$ cat src/rtl/fsm_seq_param.sv
// Parametrised one-hot Moore sequencer: IDLE plus NUM_STAGES stages, each with a dwell timeout.
// Optional macro FSM_SEQ_ONEHOT_CHECK_EN adds an err pulse when an illegal (non one-hot) state is recovered.
module fsm_seq_param #(
  parameter int NUM_STAGES = 3,
  parameter int TIMEOUT = 15,
  parameter logic [NUM_STAGES-1:0] AUTO_MASK = {{(NUM_STAGES-1){1'b0}}, 1'b1},
  parameter int TMR_W = 4
) (
  input  logic                  clk,
  input  logic                  rst_n,
  input  logic                  start,
  input  logic                  abort,
  input  logic [NUM_STAGES-1:0] adv,
  output logic [NUM_STAGES-1:0] out_therm,
  output logic [NUM_STAGES:0]   state_o,
  output logic                  busy,
  output logic                  done,
  output logic                  err
);

  localparam int SW = NUM_STAGES + 1;
  localparam logic [SW-1:0] IDLE_OH = {{NUM_STAGES{1'b0}}, 1'b1};
  // With the timeout disabled the timer still saturates, at its all-ones value.
  localparam logic [TMR_W-1:0] TMR_LIMIT = (TIMEOUT == 0) ? {TMR_W{1'b1}} : TMR_W'(TIMEOUT - 1);

  typedef enum logic [1:0] {
    PH_IDLE,
    PH_STAGE,
    PH_ILLEGAL
  } phase_e;

  phase_e              phase;
  logic [SW-1:0]       state_q, state_d;
  logic [TMR_W-1:0]    timer_q, timer_d;
  logic [NUM_STAGES-1:0] out_therm_q, out_therm_d;
  logic                busy_q, busy_d;
  logic                done_q, done_d;
  logic                err_q, err_d;

  function automatic logic [SW-1:0] stage_oh(input int k);
    return SW'(1) << k;
  endfunction

  always_comb begin
    state_d = IDLE_OH;
    timer_d = '0;
    done_d  = 1'b0;
    err_d   = 1'b0;
    phase   = PH_ILLEGAL;
    if (state_q == IDLE_OH) phase = PH_IDLE;
    for (int k = 1; k <= NUM_STAGES; k++) begin
      if (state_q == stage_oh(k)) phase = PH_STAGE;
    end

    case (phase)
      PH_IDLE: begin
        if (start && !abort) state_d = stage_oh(1);
      end
      PH_STAGE: begin
        for (int k = 1; k <= NUM_STAGES; k++) begin
          if (state_q == stage_oh(k)) begin
            if (abort) begin
              state_d = IDLE_OH;
            end else if (AUTO_MASK[k-1] || adv[k-1]) begin
              if (k == NUM_STAGES) begin
                state_d = IDLE_OH;
                done_d  = 1'b1;
              end else begin
                state_d = stage_oh(k + 1);
              end
            end else if ((TIMEOUT != 0) && (timer_q == TMR_LIMIT)) begin
              state_d = IDLE_OH;
              err_d   = 1'b1;
            end else begin
              state_d = state_q;
              timer_d = (timer_q == TMR_LIMIT) ? timer_q : timer_q + 1'b1;
            end
          end
        end
      end
      default: begin
`ifdef FSM_SEQ_ONEHOT_CHECK_EN
        err_d = 1'b1;
`else
        err_d = 1'b0;
`endif
      end
    endcase
  end

  // Outputs are decoded from the next state so they line up with state_o.
  always_comb begin
    out_therm_d = '0;
    for (int i = 0; i < NUM_STAGES; i++) begin
      out_therm_d[i] = |(state_d >> (i + 1));
    end
    busy_d = ~state_d[0];
  end

  always_ff @(posedge clk or negedge rst_n) begin
    if (!rst_n) begin
      state_q <= IDLE_OH;
      timer_q <= '0;
    end else begin
      state_q <= state_d;
      timer_q <= timer_d;
    end
  end

  always_ff @(posedge clk or negedge rst_n) begin
    if (!rst_n) begin
      out_therm_q <= '0;
      busy_q      <= 1'b0;
      done_q      <= 1'b0;
      err_q       <= 1'b0;
    end else begin
      out_therm_q <= out_therm_d;
      busy_q      <= busy_d;
      done_q      <= done_d;
      err_q       <= err_d;
    end
  end

  assign state_o   = state_q;
  assign out_therm = out_therm_q;
  assign busy      = busy_q;
  assign done      = done_q;
  assign err       = err_q;

endmodule
$ cat config.mk
export PLATFORM = sky130hd
export DESIGN_NAME = fsm_seq_param
export DESIGN_NICKNAME = d
export VERILOG_FILES = /design/src/rtl/fsm_seq_param.sv
export SDC_FILE = /design/constraint.sdc
export NUM_CORES = 1
export LEC_CHECK = 0
export ABC_CLOCK_PERIOD_IN_PS = 2850
export BUFFER_PORTS_ARGS = -buffer_cell sky130_fd_sc_hd__buf_4
export CORE_MARGIN = 2
export CORE_UTILIZATION = 35
export DETAILED_ROUTE_END_ITERATION = 6
export GPL_TIMING_DRIVEN = 0
export SYNTH_ARGS = -nofsm -noshare
export SYNTH_HDL_FRONTEND = slang
export SYNTH_SLANG_ARGS = --single-unit
$ cat constraint.sdc
create_clock -name clk -period 2.85 [get_ports clk]
set_input_delay 0.4275 -clock clk [delete_from_list [all_inputs] [get_ports clk]]
set_output_delay 0.4275 -clock clk [all_outputs]
set_load 0.02 [all_outputs]
## After elaboration in Yosys (flattened, before gate mapping)

Cells that the tools add are included.

- $add $sub $neg: 1
- Eq/ne operators: 6
- Multiplexer cells: 37
- Bitwise logic cells: 1
- Reduce and logical (&&, ||, !) cells: 5

Operators with widths:

| operator | number |
|---|---|
| $mux W4 | 16 |
| $mux W1 | 13 |
| $mux W2 | 5 |
| $eq A4 B4 Y1 const B | 2 |
| $pmux W4 S2 | 1 |
| $mux W3 | 2 |
| $add A4 B1 Y4 const B | 1 |
| $eq A4 B1 Y1 const B | 1 |
| $eq A4 B2 Y1 const B | 1 |
| $eq A4 B3 Y1 const B | 1 |
| $reduce_or A3 Y1 | 1 |
| $eq A2 B1 Y1 const B | 1 |
| $logic_not A2 Y1 | 1 |
| $reduce_or A2 Y1 | 1 |
| $logic_and A1 B1 Y1 | 1 |
| $logic_not A1 Y1 | 1 |
| $not A1 Y1 | 1 |

- Bits in registers: 14
- Input bits: 7
- Output and inout port bits: 10

## Logic depth before layout (Yosys ltp)

Gate-level depths: netlist (run 1).

- Word-level depth: 10
- Gate-level depth with buffers: 6
- Mapped depth without buffers: 6

## Worst setup path before layout (run 1)

OpenSTA, ideal clock, no wires.

- Path type: register to register
- Start point: register state_q[2] (netlist: state_o[2])
- End point: register state_q[0] (netlist: state_o[0])
- Library setup time: 0.079 ns
- Data arrival time: 1.457 ns
- Setup slack: 1.313 ns
- Stages on the path, launching flop included: 6
- Path buffers: 1
- Clock period less this slack: 1.537 ns
- Cells stage by stage: dfrtp_1 -> buf_6 -> nor3b_4 -> o31ai_2 -> or3_4 -> a22o_1

- Longest elaborated chain between the ends: 7

Ends and longest elaborated chain:

| item | line | RTL |
|---|---|---|
| from (decl) | 33 | `logic [SW-1:0] state_q, state_d;` |
| from (signal assigned) | 105 | `state_q <= state_d;` |
| $eq A4 B1 Y1 | 50 | `if (state_q == IDLE_OH) phase = PH_IDLE;` |
| $mux W2 | 50 |  |
| $mux W2 (3 in a row) | 52 | `if (state_q == stage_oh(k)) phase = PH_STAGE;` |
| $eq A2 B1 Y1 / $logic_not A2 Y1 (equally long branches) | 55 | `case (phase)` |
| $pmux W4 S2 (*) | 55 |  |
| via state_d[0] | 33 |  |

Mark *: on every way through the listed nets, which the timed path passes. The rest lies on a longest branch.

## Worst setup path in the final report (run 1)

- Start point: register timer_q[0]
- End point: register state_q[0] (netlist: state_o[0])

- Longest elaborated chain between the ends: 7

Ends and longest elaborated chain:

| item | line | RTL |
|---|---|---|
| from (decl) | 34 | `logic [TMR_W-1:0] timer_q, timer_d;` |
| from (signal assigned) | 106 | `timer_q <= timer_d;` |
| $eq A4 B4 Y1 (*) | 71 | `end else if ((TIMEOUT != 0) && (timer_q == TMR_LIMIT)) begin` |
| $mux W4 (*) | 71 |  |
| $mux W4 | 64 | `end else if (AUTO_MASK[k-1] \|\| adv[k-1]) begin` |
| $mux W4 | 62 | `if (abort) begin` |
| $mux W4 | 61 | `if (state_q == stage_oh(k)) begin` |
| $mux W4 (*) | 61 |  |
| $pmux W4 S2 (*) | 55 |  |
| via state_d[0] | 33 |  |

Marks and branches as above.

==> impl_metrics.json, run 1 <==
{
  "status": "finished clean",
  "drt_wl_total_um": 1467,
  "grt-ovfl-total": 0,
  "synth_top_area_cell": "dfrtp_1",
  "grt_pass1_wl_um": 2580,
  "cp.arrival_ns": 1.80,
  "rows": 16,
  "setup-tns-final_ns": 0,
  "cp_cell_sequence": "inv_1 > ha_1 > and3_1 > or3_4 > a22o_1",
  "drv_slew": 0,
  "grt_max_degree": 14,
  "nNetsFinal": 99,
  "post-route-util_pct": 46.07,
  "slew_headroom_pct": 78.23,
  "hold_path_startpoint": "abort",
  "clock_latency_ns": 0.28,
  "fin_skew_ns": 0.006455,
  "ys_top_cells_by_area": "dfrtp_1, dfstp_2, a21oi_1, ha_1, o21ai_0",
  "min_delay_worst_endpoint": "state_o[2]",
  "stdcell_area_um2": 894.6,
  "synth_top_area_share_pct": 42.18,
  "ys.flop_type": "dfrtp_1",
  "via_count": 582,
  "synth_most_common_cell": "dfrtp_1",
  "post_dp_cell_area_um2": 858.3,
  "finalPower_w": 0.0003657,
  "root_buffer": "clkbuf_4",
  "wl_per_cell_um": 12.65,
  "cts_buffers": 3,
  "ys_seq_elements": 13,
  "ant_nets": 0,
  "via_per_inst": 5.017,
  "maxCapViolCount": 0,
  "dieArea_um2": 2411,
  "die_h_um": 49.10,
  "syn_inst": 69,
  "area_growth_pct": 25.66,
  "slowest_stage": "dfrtp_1",
  "cts_buffer_depth": 2,
  "design.core.area_um2": 1942,
  "drive_above_1_share_pct": 29.21,
  "seq_area_frac_synth_pct": 45.87,
  "drtIter0Drc": 16,
  "power.density_nw_per_um2": 408.8,
  "path_clk_slew_ns": 0.08,
  "synth_edf_count": 0,
  "cpPeakStageDelay_ns": 0.42,
  "cts_tree": "done",
  "netlist_area_um2": 711.9,
  "path_class": "flip-flop to flip-flop",
  "die_x_um": 49.10,
  "drc": 0,
  "layout_min_cycle_time_ns": 1.584,
  "grt_pass1_vias": 577,
  "finalHoldViolCount": 0,
  "setup_viol": 0,
  "antenna_found_initial": 0,
  "cts_sinks": 13,
  "io_pins": 17,
  "hpwl_um": 1041,
  "hold_path_class": "input pin to flip-flop",
  "rsz0062_at_grt": "no",
  "min_path_cells": 2,
  "cp_max_fo": 5,
  "start_util_pct": 36.66,
  "vdd_drop_max_mv": 0.2932,
  "gp_congestion": 0.7383,
  "critPathRequiredTime_ns": 3.07,
  "syn_avg_cell_area_um2": 10.32,
  "gr-usage-all-layers_pct": 14.38,
  "post-route-period-util_pct": 55.59,
  "synthArstFlopShare_pct": 100.0,
  "antenna_cells": 0,
  "max_freq_ghz": 0.6312,
  "reg2reg_to": "state_o[0]",
  "reg2regPathDepth": 5,
  "syn_nets": 78,
  "critPathLaunchType": "flip-flop",
  "port_buffers": 15,
  "firstDrtPassIters": 4,
  "yosys-top-cells-count": "dfrtp_1, a21oi_1, inv_1, nor2_1, o21ai_0",
  "cp-end-kind": "flip-flop",
  "p_leak_nw": 0.4161,
  "htree_levels": 1,
  "reg2reg_from": "timer_q[0]",
  "tightestPinTransition_ns": 0.3252,
  "synth.distinct_cells": 32,
  "yosys_warnings": 0,
  "r2r_slack_ns": 1.27
}
routing by layer:
layer | part of all wire, % | GRT usage [%]
met1 | 49 | 19.88
met2 | 44 | 20.05
met3 | 4.8 | 3.067
met4 | 2.6 | 9.524
met5 | 0 | 0
area by class of cell:
type	count	area, um^2
fillers	190	1047
repair buffers	16	122.6
well taps	27	33.78
flip-flops and latches	13	326.6
multi-input cells	47	331.6
clock buffers	4	26.28
plain buffers	4	35.03
inverters	5	18.77
sequential cells by signal, indices dropped and copies added, names as in the netlist:
signal	flops
busy	1
done	1
err	1
out_therm	3
state_o	3
timer_q	4
worst max path at each step:
stage                from          to  slack [ns]  cells past startpoint
2_1_floorplan  state_o[2]  state_o[0]        1.31                      5
3_3_place_gp   timer_q[0]  state_o[0]        1.30                      5
3_5_place_dp   timer_q[0]  state_o[0]        1.30                      5
4_1_cts        timer_q[0]  state_o[0]        1.27                      5
5_1_grt        timer_q[0]        busy        1.19                      5
6_report       timer_q[0]  state_o[0]        1.27                      5
what timing repair did:
action,4_1_cts,5_1_grt
gates resized for setup,0,0
setup endpoints to repair,0,0
endpoints found under the hold margin,12,0
buffers inserted,0,0
hold buffers,1,0
cells in the final DEF (no fill, tap or decap):
cell type,netlist,layout
o21ai_0,5,5
o211ai_1,2,2
nand2_1,1,1
ha_1,2,2
inv_1,5,5
a31oi_1,1,1
nor3_1,1,1
nand3_1,2,2
or2b_1,2,2
dlygate4sd3_1,0,1
buf_4,1,16
nor3b_4,1,1
buf_2,1,1
nor2b_1,2,2
nor3b_1,1,1
nor4b_1,2,2
nor4_1,1,1
a21oi_1,5,5
a22oi_1,3,3
nor2_1,5,5
buf_6,2,2
dfrtp_1,12,12
and4b_1,1,1
a2bb2oi_1,1,1
xnor2_1,1,1
or3_4,1,1
and3_1,1,1
o21bai_1,1,1
a22o_1,1,1
dfstp_2,1,1
clkbuf_4,0,3
clkbuf_1,0,1
o31ai_2,1,1
nand4b_1,1,1
and2b_1,2,2
worst max-delay path, delay by kind of cell, from the launching register on:
kind	cells	cell delay, ns
AOI/OAI and AO/OA	1	0.22
adders and majority gates	1	0.22
buffers and inverters	1	0.06
DFF	1	0.42
and+or+nand+nor	2	0.61
cell families (layout without fill, tap and decap cells):
kind of cell	count (synthesis)	after routing	synth area share, %
flip-flops	13	13	45.87
XOR/XNOR	1	1	1.230
AO/OA/AOI/OAI	20	20	18.45
buffers and inverters	9	29	7.557
AND/OR/NAND/NOR	24	24	23.37
adder cells (fa/ha/maj)	2	2	3.514
report_power, final:
part	internal (W)	total (W)	switching (W)
Sequential	0.000191	0.000195	0.00000449
Clock	0.0000544	0.000117	0.0000629
Combinational	0.0000240	0.0000530	0.0000290
Total	0.000269	0.000366	0.0000963
per-stage QoR:
step / cells / hold WS, ns / setup slack, ns
after floorplan: 69 / 0.1319 / 1.313
after global placement: 111 / 0.2835 / 1.304
after detailed placement: 111 / 0.2864 / 1.296
after CTS: 116 / 0.3519 / 1.275
after global routing: 116 / 0.3535 / 1.192
final: 116 / 0.3611 / 1.266
Note: power is estimated with default switching activity, not from simulation.
==> run 2, diff against run 1 <==
--- a/config.mk
+++ b/config.mk
@@ -5,7 +5,7 @@
 export SDC_FILE = /design/constraint.sdc
 export NUM_CORES = 1
 export LEC_CHECK = 0
-export ABC_CLOCK_PERIOD_IN_PS = 2850
+export ABC_CLOCK_PERIOD_IN_PS = 1650
 export BUFFER_PORTS_ARGS = -buffer_cell sky130_fd_sc_hd__buf_4
 export CORE_MARGIN = 2
 export CORE_UTILIZATION = 35
==> constraint.sdc (replaced) <==
create_clock -name clk -period 1.65 [get_ports clk]
set_input_delay 0.2475 -clock clk [delete_from_list [all_inputs] [get_ports clk]]
set_output_delay 0.2475 -clock clk [all_outputs]
set_load 0.02 [all_outputs]
==> impl_metrics.json, run 2 (synthesized netlist as in run 1, its figures left out) <==
{
  "cp-end-kind": "flip-flop",
  "reg2reg_from": "timer_q[1]",
  "power.density_nw_per_um2": 696.5,
  "p_seq_share_pct": 53.3,
  "largest_register_ffs": 4,
  "cpPeakStageDelay_ns": 0.42,
  "design.core.area_um2": 1942,
  "post-route-period-util_pct": 92.50,
  "setup.worst_path.start": "timer_q[1]",
  "grt_max_degree": 14,
  "setup_viol": 0,
  "slowest_stage": "dfrtp_1",
  "cts_resized": 0,
  "vdd_drop_max_mv": 0.5066,
  "nNetsFinal": 101,
  "crit_end": "state_o[0]",
  "port_buffers": 15,
  "drt_wl_total_um": 1491,
  "reg2reg_to": "state_o[0]",
  "r2r_slack_ns": 0.12,
  "antenna_found_initial": 0,
  "cts_sinks": 13,
  "firstDrtPassIters": 4,
  "grt_pass1_vias": 577,
  "fillers": 186,
  "cp_cell_sequence": "ha_1 > and3_1 > or3_4 > a22o_1",
  "grt_pass1_wl_um": 2580,
  "io_pins": 17,
  "slew_headroom_pct": 77.59,
  "p_int_w": 0.0004655,
  "ant_nets": 0,
  "dieArea_um2": 2411,
  "cp_max_fo": 4,
  "drv_slew": 0,
  "hold_path_class": "input pin to flip-flop",
  "area_growth_pct": 27.77,
  "cp_top_family": "simple AND/OR/NAND/NOR gates",
  "via_per_inst": 5.068,
  "path_clk_slew_ns": 0.08,
  "max_freq_ghz": 0.6552,
  "reg2regPathDepth": 4,
  "via_count": 598,
  "drive_above_1_share_pct": 30.77,
  "p_comb_share_pct": 14.5,
  "htree_levels": 1,
  "p_leak_nw": 0.4270,
  "wl_per_cell_um": 12.64,
  "clkPwrFrac_pct": 32.2,
  "die_x_um": 49.10,
  "start_util_pct": 36.66,
  "status": "finished clean",
  "cts_buffers": 3,
  "hpwl_um": 1041,
  "rows": 16,
  "fin_skew_ns": 0.006020,
  "critical_path_buf_inv_count": 0,
  "gp_congestion": 0.7383,
  "cts_tree": "done",
  "fin_ws_ns": 0.1237,
  "clock_latency_ns": 0.28,
  "layout_commonest_cell": "buf_4",
  "antenna_cells": 0,
  "cts_buffer_depth": 2,
  "critPathRequiredTime_ns": 1.87,
  "finalHoldViolCount": 0,
  "path_class": "flip-flop to flip-flop",
  "critical_path_depth": 4,
  "swShare_pct": 26.53,
  "top_register": "timer_q",
  "cp.arrival_ns": 1.75,
  "drtIter0Drc": 9,
  "power_switching_w": 0.0001681,
  "rsz0062_at_grt": "no",
  "tightestPinTransition_ns": 0.3347,
  "setup-tns-final_ns": 0,
  "critPathLaunchType": "flip-flop",
  "gr-usage-all-layers_pct": 14.38,
  "drc": 0,
  "root_buffer": "clkbuf_4",
  "grt-ovfl-total": 0,
  "die_h_um": 49.10,
  "dp_slack_ns": 0.09576,
  "layout_min_cycle_time_ns": 1.526,
  "maxCapViolCount": 0,
  "final_cell_mix": "buf_4, dfrtp_1"
}
==> run 2: cell count changes in the layout (fill, tap and decap cells not counted) <==
cell / delta
buf_4: +2
==> run 2: worst min-delay path by stage <==
stage | slack [ns] | end | from | cells past startpoint
after CTS | 0.17 | state_o[2] | abort | 2
after global routing | 0.17 | out_therm[1] | abort | 2
after floorplan | -0.05 | busy | rst_n | 0
after detailed placement | 0.11 | err | rst_n | 1
after global placement | 0.10 | err | rst_n | 1
final | 0.18 | state_o[2] | abort | 2
==> run 2: cell type report <==
class | instances | area (um^2) | area share, %
plain buffers | 4 | 35.03 | 3.851
clock buffers | 4 | 26.28 | 2.889
inverters | 5 | 18.77 | 2.063
multi-input cells | 47 | 331.6 | 36.45
flip-flops and latches | 13 | 326.6 | 35.90
well taps | 27 | 33.78 | 3.714
repair buffers | 18 | 137.6 | 15.13
==> run 2: worst reg2reg max path, cell delays in order, from the launching register on <==
cell     delay, ns
dfrtp_1       0.42
ha_1          0.22
and3_1        0.22
or3_4         0.39
a22o_1        0.22
==> run 2: timing repair <==
item                                    CTS  global route
buffers inserted                          0             2
endpoints found under the setup margin    0             2
hold endpoints to repair                 12             0
hold buffers                              1             0
==> run 2: power by group through the flow <==
stage / logic [W] / registers, W / clock network, W
after global placement: 0.0000882 / 0.000343 / 0
after CTS: 0.0000922 / 0.000338 / 0.000214
after global routing: 0.000101 / 0.000339 / 0.000229
final: 0.0000918 / 0.000338 / 0.000204
after floorplan: 0.0000354 / 0.000355 / 0
after detailed placement: 0.0000896 / 0.000344 / 0
==> run 2: metrics by stage <==
| stage | utilization, % | instances | power, W | cell area [um^2] | hold slack [ns] |
|---|---|---|---|---|---|
| after floorplan | - | 69 | 0.0003905 | 711.9 | -0.04809 |
| after global placement | 44.20 | 111 | 0.0004317 | 858.3 | 0.1035 |
| after detailed placement | 44.20 | 111 | 0.0004334 | 858.3 | 0.1064 |
| after CTS | 46.07 | 116 | 0.0006435 | 894.6 | 0.1719 |
| after global routing | 46.84 | 118 | 0.0006689 | 909.6 | 0.1735 |
| final | 46.84 | 118 | 0.0006336 | 909.6 | 0.1800 |
==> run 2: metal layers <==
metal | up-vias | track usage (%) | share of wire, %
met4 | 0 | 9.524 | 2.5
met1 | 283 | 19.88 | 49
met3 | 5 | 3.067 | 4.6
met2 | 19 | 20.05 | 44
li1 | 291 | - | -
met5 | - | 0 | 0
